[config.mk]
export PLATFORM = sky130hd
export DESIGN_NAME = pipe_rd_tracker
export DESIGN_NICKNAME = d
export VERILOG_FILES = /design/src/rtl/pipe_rd_tracker.sv
export SDC_FILE = /design/constraint.sdc
export NUM_CORES = 1
export LEC_CHECK = 0
export BUFFER_PORTS_ARGS = -buffer_cell sky130_fd_sc_hd__clkbuf_2
export CAP_MARGIN = 40
export CORE_UTILIZATION = 48
export DETAILED_ROUTE_END_ITERATION = 6
export GPL_TIMING_DRIVEN = 0
export PLACE_DENSITY = 0.74
export SLEW_MARGIN = 20
export SYNTH_ARGS = -nofsm -noshare
export SYNTH_HDL_FRONTEND = slang
export SYNTH_SLANG_ARGS = --single-unit
export TNS_END_PERCENT = 30
[constraint.sdc]
create_clock -name clk -period 2.46 [get_ports clk]
set_input_delay 0.615 -clock clk [delete_from_list [all_inputs] [get_ports clk]]
set_output_delay 0.615 -clock clk [all_outputs]
set_load 0.02 [all_outputs]
[src/rtl/pipe_rd_tracker.sv]
// Destination-register tracker for EX/MEM/WB with load-use stall sequencing.
// Define STALL_STATS_EN to add a saturating stall_count output.
module pipe_rd_tracker #(
  parameter int REG_W    = 5,
  parameter int LOAD_LAT = 1
) (
  input  logic             clk,
  input  logic             rst_n,
  input  logic             d_valid,
  input  logic [REG_W-1:0] d_rs,
  input  logic [REG_W-1:0] d_rt,
  input  logic             d_uses_rt,
  input  logic [REG_W-1:0] d_rd,
  input  logic             d_regwrite,
  input  logic             d_memread,
  input  logic             flush_x,
  output logic [REG_W-1:0] x_rd,
  output logic [REG_W-1:0] x_rt,
  output logic             x_valid,
  output logic [REG_W-1:0] m_rd,
  output logic             m_valid,
  output logic [REG_W-1:0] w_rd,
  output logic             w_regwrite,
  output logic             stall_req
`ifdef STALL_STATS_EN
  ,output logic [15:0]     stall_count
`endif
);

  typedef struct packed {
    logic             v;
    logic [REG_W-1:0] rd;
    logic [REG_W-1:0] rt;
    logic             rw;
    logic             mr;
  } ex_t;

  typedef struct packed {
    logic             v;
    logic [REG_W-1:0] rd;
    logic             rw;
  } wb_t;

  typedef enum logic {RUN, STALL} st_e;

  ex_t        x_q, x_d;
  wb_t        m_q, w_q;
  st_e        st_q;
  logic [2:0] cnt_q;
  logic       hz;

  assign hz = d_valid & x_q.v & x_q.mr & (x_q.rd != '0)
            & ((x_q.rd == d_rs) | (d_uses_rt & (x_q.rd == d_rt)));

  assign stall_req = (st_q == STALL) ? ~flush_x : (hz & ~flush_x);

  // $zero is captured as non-writing so it never looks like a source
  always_comb begin
    x_d = '0;
    if (d_valid & ~flush_x & ~stall_req) begin
      x_d.v  = 1'b1;
      x_d.rd = d_rd;
      x_d.rt = d_rt;
      x_d.rw = d_regwrite & (d_rd != '0);
      x_d.mr = d_memread;
    end
  end

  always_ff @(posedge clk or negedge rst_n) begin
    if (!rst_n) begin
      x_q <= '0;
      m_q <= '0;
      w_q <= '0;
    end else begin
      x_q <= x_d;
      m_q <= '{v: x_q.v, rd: x_q.rd, rw: x_q.rw};
      w_q <= m_q;
    end
  end

  always_ff @(posedge clk or negedge rst_n) begin
    if (!rst_n) begin
      st_q  <= RUN;
      cnt_q <= '0;
    end else begin
      unique case (st_q)
        RUN: begin
          if (stall_req && LOAD_LAT > 1) begin
            st_q  <= STALL;
            cnt_q <= 3'(LOAD_LAT - 1);
          end
        end
        STALL: begin
          if (flush_x || cnt_q == 3'd1) begin
            st_q  <= RUN;
            cnt_q <= '0;
          end else begin
            cnt_q <= cnt_q - 3'd1;
          end
        end
      endcase
    end
  end

  assign x_valid    = x_q.v;
  assign x_rd       = (x_q.v & x_q.rw) ? x_q.rd : '0;
  assign x_rt       = x_q.v ? x_q.rt : '0;
  assign m_valid    = m_q.v;
  assign m_rd       = (m_q.v & m_q.rw) ? m_q.rd : '0;
  assign w_rd       = (w_q.v & w_q.rw) ? w_q.rd : '0;
  assign w_regwrite = w_q.v & w_q.rw;

`ifdef STALL_STATS_EN
  logic [15:0] stat_q;

  always_ff @(posedge clk or negedge rst_n) begin
    if (!rst_n) begin
      stat_q <= '0;
    end else if (stall_req && stat_q != 16'hFFFF) begin
      stat_q <= stat_q + 16'd1;
    end
  end

  assign stall_count = stat_q;
`endif

endmodule

==> impl_metrics.tcl, run 1 <==
set metrics [dict create \
    cp_cell_sequence "or4_4 -> nor2_4 -> nor4_4 -> nand2_1 -> nand2_1 -> buf_6" \
    crit_fanout 5 \
    antenna_found_initial 0 \
    root_buffer "clkbuf_4" \
    synth_area_leader_cell "dfrtp_1" \
    leakage_uw 0.0009261 \
    critPathMaxStageDelay_ns 0.52 \
    drc_errors 0 \
    drt_iter0_markers 5 \
    synthAdderAreaFrac_pct 1.972 \
    yosysWarnings 0 \
    synth.distinct_cells 21 \
    path_clk_slew_ns 0.09 \
    final_common_cell "clkbuf_2" \
    required_ns 1.85 \
    critPathSlowestCell "or4_4" \
    die_area_um2 2853 \
    routedWlPerCell_um 12.64 \
    fp-row-count 18 \
    grt_pass1_wl_um 3677 \
    status "finished clean" \
    crit_family "simple AND/OR/NAND/NOR gates" \
    synth_top_family_by_area "simple AND/OR/NAND/NOR gates" \
    place_area_um2 1531 \
    cts_max_path_buffers 2 \
    synthMuxAreaShare_pct 0.7890 \
    avgSynthCellArea_um2 12.20 \
    fmax_mhz 417.8 \
    gp_congestion 0.7782 \
    clock_skew_ns 0.002398 \
    grt_pass1_vias 833 \
    grt_start_max_net_pins 32 \
    post-route-period-util_pct 97.29 \
    start_util_pct 51.21 \
    worst_hold_slack_ns 0.3435 \
    p_per_area_nw_per_um2 568.3 \
    antenna_left 0 \
    cts_tree "done" \
    synth_seq_cells 31 \
    yosys.area_share.simple_pct 22.09 \
    totalWireLength_um 2427 \
    fp.dieH_um 53.41 \
    netlist_area_um2 1269 \
    grtUsageTotal_pct 19.99 \
    slew_headroom_pct 50.40 \
    post_route_cells_drive_above_1_share_pct 40.12 \
    drv_cap 0 \
    synth_compound_area_share_pct 4.734 \
    crit_arrival_ns 1.78 \
    synthXorXnorAreaFrac_pct 6.903 \
    ys_top_cells_by_area "dfrtp_1 (61%), and2_1 (8.4%), and3_1 (7.4%)" \
    cp-end-kind "output pin" \
    cts-buffers-inserted 5 \
    finalNetCount 185 \
    worst_pin_slew_ns 0.7440 \
    cts_sinks 31 \
    hp-class "in -> async" \
    die_w_um 53.41 \
    setup_viol 0 \
    netlist_instances 104 \
    r2r_start "x_q[7]$_DFF_PN0_" \
    yosysTopAreaCellShare_pct 61.14 \
    place_hpwl_um 1785 \
    ir_drop_mv 0.4108 \
    start_kind "flip-flop" \
    clock_latency_ns 0.32 \
    via_per_inst 4.885 \
    ys_seq_area_share_pct 61.14 \
    syn_to_final_growth_pct 32.35 \
    ctsHtreeMaxLevel 2 \
    min_period_ns 2.393 \
    ioPinCount 46 \
    utilization_pct 67.78 \
    finalHoldViolCount 0 \
    fp.coreArea_um2 2477 \
    port_buffers 45 \
    num-fill-cells 209 \
    grt_overflow 0 \
    stdcell_area_um2 1679 \
    n_antenna_cell 0 \
    critPathBufInv 1 \
    cp_common_cell "nand2_1" \
    dr.pass1.iters 4 \
    via_count 938 \
    final_max_slew_viol_count 0 \
    startpoint "x_q[7]$_DFF_PN0_" \
    path_class "reg -> out" \
    finalPower_uw 954.2 \
    final_cell_mix "clkbuf_2 (44), dfrtp_1 (29), and2_1 (17)" \
    synth.net_count 128 \
]
## final cells by class
cell class,instances,area (um^2),share of cell area [%]
inverters,4,15.01,0.8942
plain buffers,2,15.01,0.8942
multi-input cells,67,495.5,29.51
clock buffers,8,68.82,4.098
repair buffers,50,269.0,16.02
well taps,30,37.54,2.235
flip-flops and latches,31,778.2,46.35
## worst register-to-register path: cells and delay by family, from the launching register on
family	cells	cell delay, ns
buf+inv	2	0.32
flops	1	0.47
simple gates	3	0.72
compound gates	2	0.62
## cell families (layout without fill, tap and decap cells)
logic type,after synthesis,after routing
AOI/OAI and AO/OA,6,6
and+or+nand+nor,48,48
DFF,31,31
muxes,1,1
buffers and inverters,6,64
adders and majority gates,2,2
xor gates and xnor gates,10,10
## through the flow
| step | setup TNS (ns) | instances | setup WS, ns |
|---|---|---|---|
| CTS | 0 | 187 | 0.02347 |
| global placement | 0 | 179 | 0.2310 |
| global route | -0.01548 | 192 | -0.01548 |
| detailed placement | 0 | 179 | 0.1852 |
| finish | 0 | 192 | 0.06662 |
| floorplan | 0 | 104 | 0.4033 |
## synthesized netlist by cell type
cell type  number
a2111oi_4       1
and2_1         17
and3_1         15
buf_6           1
clkbuf_1        1
dfrtp_1        31
ha_1            2
inv_1           4
mux2i_1         1
nand2_1         7
nand2b_1        3
nand3_1         1
nand4_1         1
nor2_1          1
nor4_1          1
o21ai_0         2
o22ai_1         2
o311a_1         1
or3_1           1
or4_1           1
xnor2_1        10
## where the power goes
group / switching, uW / internal (uW) / leakage [uW] / total (uW)
clock network: 159 / 168 / 0.0000386 / 327
registers: 13.4 / 527 / 0.000404 / 540
logic: 44.5 / 42.3 / 0.000484 / 86.8
## state kept, by name, summed over array words and instances (netlist names)
name,count
x_q,12
w_q,7
m_q,6
cnt_q,3
m_valid,1
st_q,1
x_valid,1
## layer usage
layer  part of all wire (%)  GRT usage [%]  wire length [um]  vias to the layer above
met1                     41          21.90               988                      433
met5                      0              0                 0                        -
met2                     50          31.67              1206                       37
met3                    7.3          6.322               177                        5
li1                       -              -                 -                      463
met4                    2.3          15.35                55                        0
## path summary, 6_finish.rpt
kind,end,slack [ns],cells after the start
hold reg to reg,w_q[2]$_DFF_PN0_,0.37,0
setup reg to reg,x_q[1]$_DFF_PN0_,0.27,7
setup / recovery,stall_req,0.07,6
max in group asynchronous,x_q[8]$_DFF_PN0_,1.60,1
hold / removal,w_q[3]$_DFF_PN0_,0.34,1
min in group clk,w_q[2]$_DFF_PN0_,0.37,0
## what timing repair did
action	CTS	global route
cloned	0	0
gates resized for setup	3	8
pin swaps	0	5
endpoints found under the setup margin	1	1
setup buffers	0	5
hold buffers	0	0
(Power assumes the default switching activity.)
==> run 2: changes to the inputs <==
--- a/config.mk
+++ b/config.mk
@@ -11,6 +11,7 @@
 export DETAILED_ROUTE_END_ITERATION = 6
 export GPL_TIMING_DRIVEN = 0
 export PLACE_DENSITY = 0.74
+export SETUP_SLACK_MARGIN = 0.5
 export SLEW_MARGIN = 20
 export SYNTH_ARGS = -nofsm -noshare
 export SYNTH_HDL_FRONTEND = slang
==> constraint.sdc (replaced) <==
create_clock -name clk -period 2.4 [get_ports clk]
set_input_delay 0.6 -clock clk [delete_from_list [all_inputs] [get_ports clk]]
set_output_delay 0.6 -clock clk [all_outputs]
set_load 0.02 [all_outputs]
==> impl_metrics.tcl, run 2 (synthesized netlist as in run 1, its figures left out) <==
set metrics [dict create \
    gp_congestion 0.7299 \
    path_clk_slew_ns 0.09 \
    path_class "reg -> out" \
    port_buffers 45 \
    cts_max_path_buffers 2 \
    cts_sinks 31 \
    drv_cap 0 \
    cp-end-kind "output pin" \
    post_route_cells_drive_above_1_share_pct 44.51 \
    grt_overflow 0 \
    fmax_mhz 431.4 \
    grt_pass1_vias 990 \
    num-fill-cells 210 \
    start_kind "flip-flop" \
    place_area_um2 1558 \
    finalHoldViolCount 0 \
    largest_reg_flops 12 \
    fp-row-count 18 \
    dr.pass1.iters 3 \
    antenna_left 0 \
    root_buffer "clkbuf_4" \
    ctsHtreeMaxLevel 2 \
    cts_tree "done" \
    worst_pin_slew_ns 0.7423 \
    n_antenna_cell 0 \
    p_per_area_nw_per_um2 561.2 \
    via_per_inst 4.969 \
    slew_headroom_pct 50.51 \
    crit_arrival_ns 1.72 \
    start_util_pct 51.21 \
    final_max_slew_viol_count 0 \
    rsz0062_at_grt "true" \
    totalWireLength_um 2662 \
    syn_to_final_growth_pct 34.22 \
    die_w_um 53.41 \
    die_area_um2 2853 \
    status "finished clean" \
    cp_cell_sequence "or4_4 -> nor2_4 -> nor4_4 -> nand2_1 -> nand2_2 -> buf_8" \
    cts-buffers-inserted 5 \
    largest-register "x_q" \
    routedWlPerCell_um 13.72 \
    antenna_found_initial 0 \
    place_hpwl_um 1815 \
    required_ns 1.80 \
    grtUsageTotal_pct 21.14 \
    grt_start_max_net_pins 32 \
    hp-class "in -> async" \
    clock_skew_ns 0.005815 \
    min_period_ns 2.318 \
    hold_buffers 0 \
    final_common_cell "clkbuf_2" \
    drt_iter0_markers 8 \
    top_regs "x_q: 12 flops, w_q: 7 flops, m_q: 6 flops" \
    stdcell_area_um2 1703 \
    ioPinCount 46 \
    setup_viol 0 \
    final_cell_mix "clkbuf_2 (44), dfrtp_1 (29), and3_1 (15)" \
    fp.coreArea_um2 2477 \
    finalNetCount 188 \
    post-route-period-util_pct 96.59 \
    critPathSlowestCell "or4_4" \
    leakage_uw 0.0009441 \
    grt_pass1_wl_um 4002 \
    crit_fanout 2 \
    critPathMaxStageDelay_ns 0.54 \
    ir_drop_mv 0.5169 \
    drc_errors 0 \
    fp.dieH_um 53.41 \
    clock_latency_ns 0.33 \
    via_count 964 \
    finalSetupTns_ns 0 \
]
[run 2: critical path, delay by kind of cell (launching register included)]
| family | cells | cell delay (ns) |
|---|---|---|
| buffers and inverters | 1 | 0.12 |
| flip-flops | 1 | 0.42 |
| AND/OR/NAND/NOR | 5 | 0.84 |
[run 2: power by group]
group	internal, uW	switching (uW)
clock network	135	170
registers	540	12.4
logic	47.6	49.9
[run 2: metal layers]
layer / GRT usage [%] / up-vias / wire [um]
met3: 6.322 / 2 / 151
met2: 37.50 / 39 / 1446
met1: 20.78 / 458 / 1038
li1: - / 465 / -
met5: 0 / - / 0
met4: 14.04 / 0 / 25
[run 2: final cells by class]
| class | count | area, um^2 | share of cell area, % |
|---|---|---|---|
| Tap cell | 30 | 37.54 | 2.204 |
| Multi-Input combinational cell | 67 | 508.0 | 29.83 |
| Sequential cell | 31 | 778.2 | 45.70 |
| Inverter | 4 | 15.01 | 0.8817 |
| Buffer | 2 | 15.01 | 0.8817 |
| Clock buffer | 6 | 51.30 | 3.012 |
| Clock inverter | 1 | 5.005 | 0.2939 |
| Timing Repair Buffer | 53 | 292.8 | 17.19 |
[run 2: worst paths after layout]
| check | startpoint | endpoint | slack, ns | cells after the start |
|---|---|---|---|---|
| max | x_q[9]$_DFF_PN0_ | stall_req | 0.08 | 6 |
| max in group asynchronous | rst_n | x_q[7]$_DFF_PN0_ | 1.58 | 1 |
| min | rst_n | x_q[8]$_DFF_PN0_ | 0.32 | 1 |
| min reg2reg | m_q[5]$_DFF_PN0_ | w_q[5]$_DFF_PN0_ | 0.37 | 0 |
| max reg2reg | x_q[9]$_DFF_PN0_ | x_q[9]$_DFF_PN0_ | 0.34 | 7 |
| min in group clk | m_q[5]$_DFF_PN0_ | w_q[5]$_DFF_PN0_ | 0.37 | 0 |
[run 2: through the flow]
step                      hold WS (ns)  total power, uW  cells  setup WS [ns]  util [%]
after floorplan                 0.3044            602.0    104         0.4995         -
after global placement          0.3542            643.5    179         0.2741     62.88
after detailed placement        0.3568            646.3    179         0.2667     62.88
after CTS                       0.3323            958.2    192        0.02572     67.78
after global routing            0.3667            991.0    194        0.02291     68.74
final                           0.3158            955.6    194        0.08174     68.74
[run 2: timing repair]
item / CTS / global route
pin swaps: 5 / 10
resized for setup: 6 / 5
endpoints found under the setup margin: 24 / 24
buffers inserted: 6 / 1
cloned: 0 / 1
==> run 3: changes to the inputs <==
--- a/config.mk
+++ b/config.mk
@@ -5,12 +5,12 @@
 export SDC_FILE = /design/constraint.sdc
 export NUM_CORES = 1
 export LEC_CHECK = 0
-export BUFFER_PORTS_ARGS = -buffer_cell sky130_fd_sc_hd__clkbuf_2
 export CAP_MARGIN = 40
-export CORE_UTILIZATION = 48
+export CORE_UTILIZATION = 50
 export DETAILED_ROUTE_END_ITERATION = 6
+export DONT_BUFFER_PORTS = 1
 export GPL_TIMING_DRIVEN = 0
-export PLACE_DENSITY = 0.74
+export PLACE_DENSITY = 0.61
 export SETUP_SLACK_MARGIN = 0.5
 export SLEW_MARGIN = 20
 export SYNTH_ARGS = -nofsm -noshare
==> impl_metrics.tcl, run 3 (synthesized netlist as in run 1, its figures left out) <==
set metrics [dict create \
    status "finished clean" \
    syn_to_final_growth_pct 16.96 \
    final_common_cell "dfrtp_1" \
    largest_reg_flops 12 \
    root_buffer "clkbuf_4" \
    leakage_uw 0.0007403 \
    final_cells 146 \
    antenna_found_initial 0 \
    fmax_mhz 446.5 \
    final_cell_mix "dfrtp_1 (28), and2_1 (17), and3_1 (10)" \
    finalNetCount 141 \
    p_int_uw 746.1 \
    switching_share_pct 22.87 \
    clockPowerShare_pct 35.6 \
    grt_pass1_vias 835 \
    critPathBufInv 0 \
    clock_skew_ns 0.001450 \
    crit_fanout 2 \
    ioPinCount 46 \
    fp-row-count 17 \
    via_per_inst 5.438 \
    hp-class "in -> async" \
    finalHoldViolCount 0 \
    fp.dieH_um 52.37 \
    setup_viol 0 \
    final_max_slew_viol_count 0 \
    clock_latency_ns 0.33 \
    port_buffers 0 \
    path_clk_slew_ns 0.09 \
    min_period_ns 2.240 \
    die_w_um 52.37 \
    grt_start_max_net_pins 32 \
    cp-end-kind "output pin" \
    required_ns 1.80 \
    cts_max_path_buffers 2 \
    dr.pass1.iters 2 \
    worst_pin_slew_ns 0.3417 \
    p_per_area_nw_per_um2 652.0 \
    crit_family "simple AND/OR/NAND/NOR gates" \
    drv_cap 0 \
    start_util_pct 55.23 \
    place_hpwl_um 1606 \
    drc_errors 0 \
    gp_congestion 0.6701 \
    path_class "reg -> out" \
    power_frac_seq_pct 57.3 \
    finalSetupTns_ns 0 \
    post_route_cells_drive_above_1_share_pct 25.42 \
    totalWireLength_um 2304 \
    start_kind "flip-flop" \
    top_regs "x_q: 12 flops, w_q: 7 flops, m_q: 6 flops" \
    largest-register "x_q" \
    grtUsageTotal_pct 20.53 \
    critPathSlowestCell "or4_4" \
    drt_iter0_markers 2 \
    routedWlPerCell_um 15.78 \
    rsz0062_at_grt "true" \
    grt_pass1_wl_um 3732 \
    p_comb_share_pct 7.1 \
    critPathMaxStageDelay_ns 0.55 \
    ctsHtreeMaxLevel 2 \
    cts_sinks 31 \
    cts_tree "done" \
    antenna_left 0 \
    cts-buffers-inserted 5 \
    num-fill-cells 192 \
    cp_cell_sequence "or4_4 -> nor2_4 -> nor4_4 -> nand2_1 -> nand2_2" \
    n_antenna_cell 0 \
    post-route-period-util_pct 93.32 \
    crit_arrival_ns 1.64 \
    ir_drop_mv 0.5279 \
    grt_overflow 0 \
    die_area_um2 2743 \
    via_count 794 \
    power.switching_uw 221.3 \
    slew_headroom_pct 77.22 \
    fp.coreArea_um2 2297 \
    dp.cells 132 \
]
[run 3: changes by cell type in the layout (fill, tap and decap cells not counted), moves of 2 or more]
cell,previous run,this run
and3_1,15,10
clkbuf_2,44,1
and3_2,0,5
buf_4,7,5
and2_4,4,0
and2_1,13,17
[run 3: cell type report]
cell class	count	area (um^2)	share of cell area [%]
Inverter	4	15.01	1.012
Multi-Input combinational cell	67	511.7	34.49
Buffer	2	16.27	1.096
Clock buffer	8	68.82	4.637
Tap cell	28	35.03	2.361
Sequential cell	31	779.5	52.53
Timing Repair Buffer	6	57.56	3.879
[run 3: per-layer routing]
metal,vias up,wire [um],track usage (%)
met5,-,0,0
met2,34,1170,32.28
li1,374,-,-
met4,0,61,14.91
met1,380,886,21.80
met3,6,186,8.696
[run 3: worst paths after layout]
| check | startpoint | to | slack (ns) | cells after the start |
|---|---|---|---|---|
| hold reg to reg | m_q[5]$_DFF_PN0_ | w_q[5]$_DFF_PN0_ | 0.38 | 0 |
| max in group asynchronous | rst_n | x_q[7]$_DFF_PN0_ | 2.15 | 1 |
| min in group clk | m_q[5]$_DFF_PN0_ | w_q[5]$_DFF_PN0_ | 0.38 | 0 |
| hold / removal | rst_n | w_q[1]$_DFF_PN0_ | 0.08 | 1 |
| setup / recovery | x_q[7]$_DFF_PN0_ | stall_req | 0.16 | 5 |
| setup reg to reg | x_q[7]$_DFF_PN0_ | x_q[1]$_DFF_PN0_ | 0.39 | 7 |
[run 3: worst reg2reg max path, cell delays in order (launching register included)]
cell and delay (ns):
dfrtp_2 0.42, or4_4 0.55, nor2_4 0.12, nor4_4 0.06, buf_4 0.14, a2111oi_4 0.34
buf_6 0.18, o311a_1 0.15
[run 3: power groups by stage]
stage,Sequential [uW],Combinational (uW),Clock [uW]
floorplan,562,40.1,0
global placement,566,44.7,0
detailed placement,567,45.4,0
CTS,555,68.3,354
global route,558,75.3,376
finish,555,68.4,344
[run 3: through the flow]
step | utilization [%] | hold slack (ns) | setup slack (ns) | area [um^2] | total power (uW)
after floorplan | - | 0.3044 | 0.4995 | 1295 | 602.0
after global placement | 57.90 | 0.3050 | 0.3662 | 1330 | 610.7
after detailed placement | 57.90 | 0.3051 | 0.3527 | 1330 | 612.6
final | 64.60 | 0.08386 | 0.1604 | 1484 | 967.5
after global routing | 64.60 | 0.06867 | 0.09703 | 1484 | 1010
after CTS | 63.94 | 0.07606 | 0.1147 | 1469 | 977.2
[run 3: what timing repair did]
item	CTS	global route
endpoints found under the hold margin	31	0
endpoints found under the setup margin	24	29
resized for setup	11	1
setup buffers	4	1
hold buffers	1	0
pin swaps	5	5
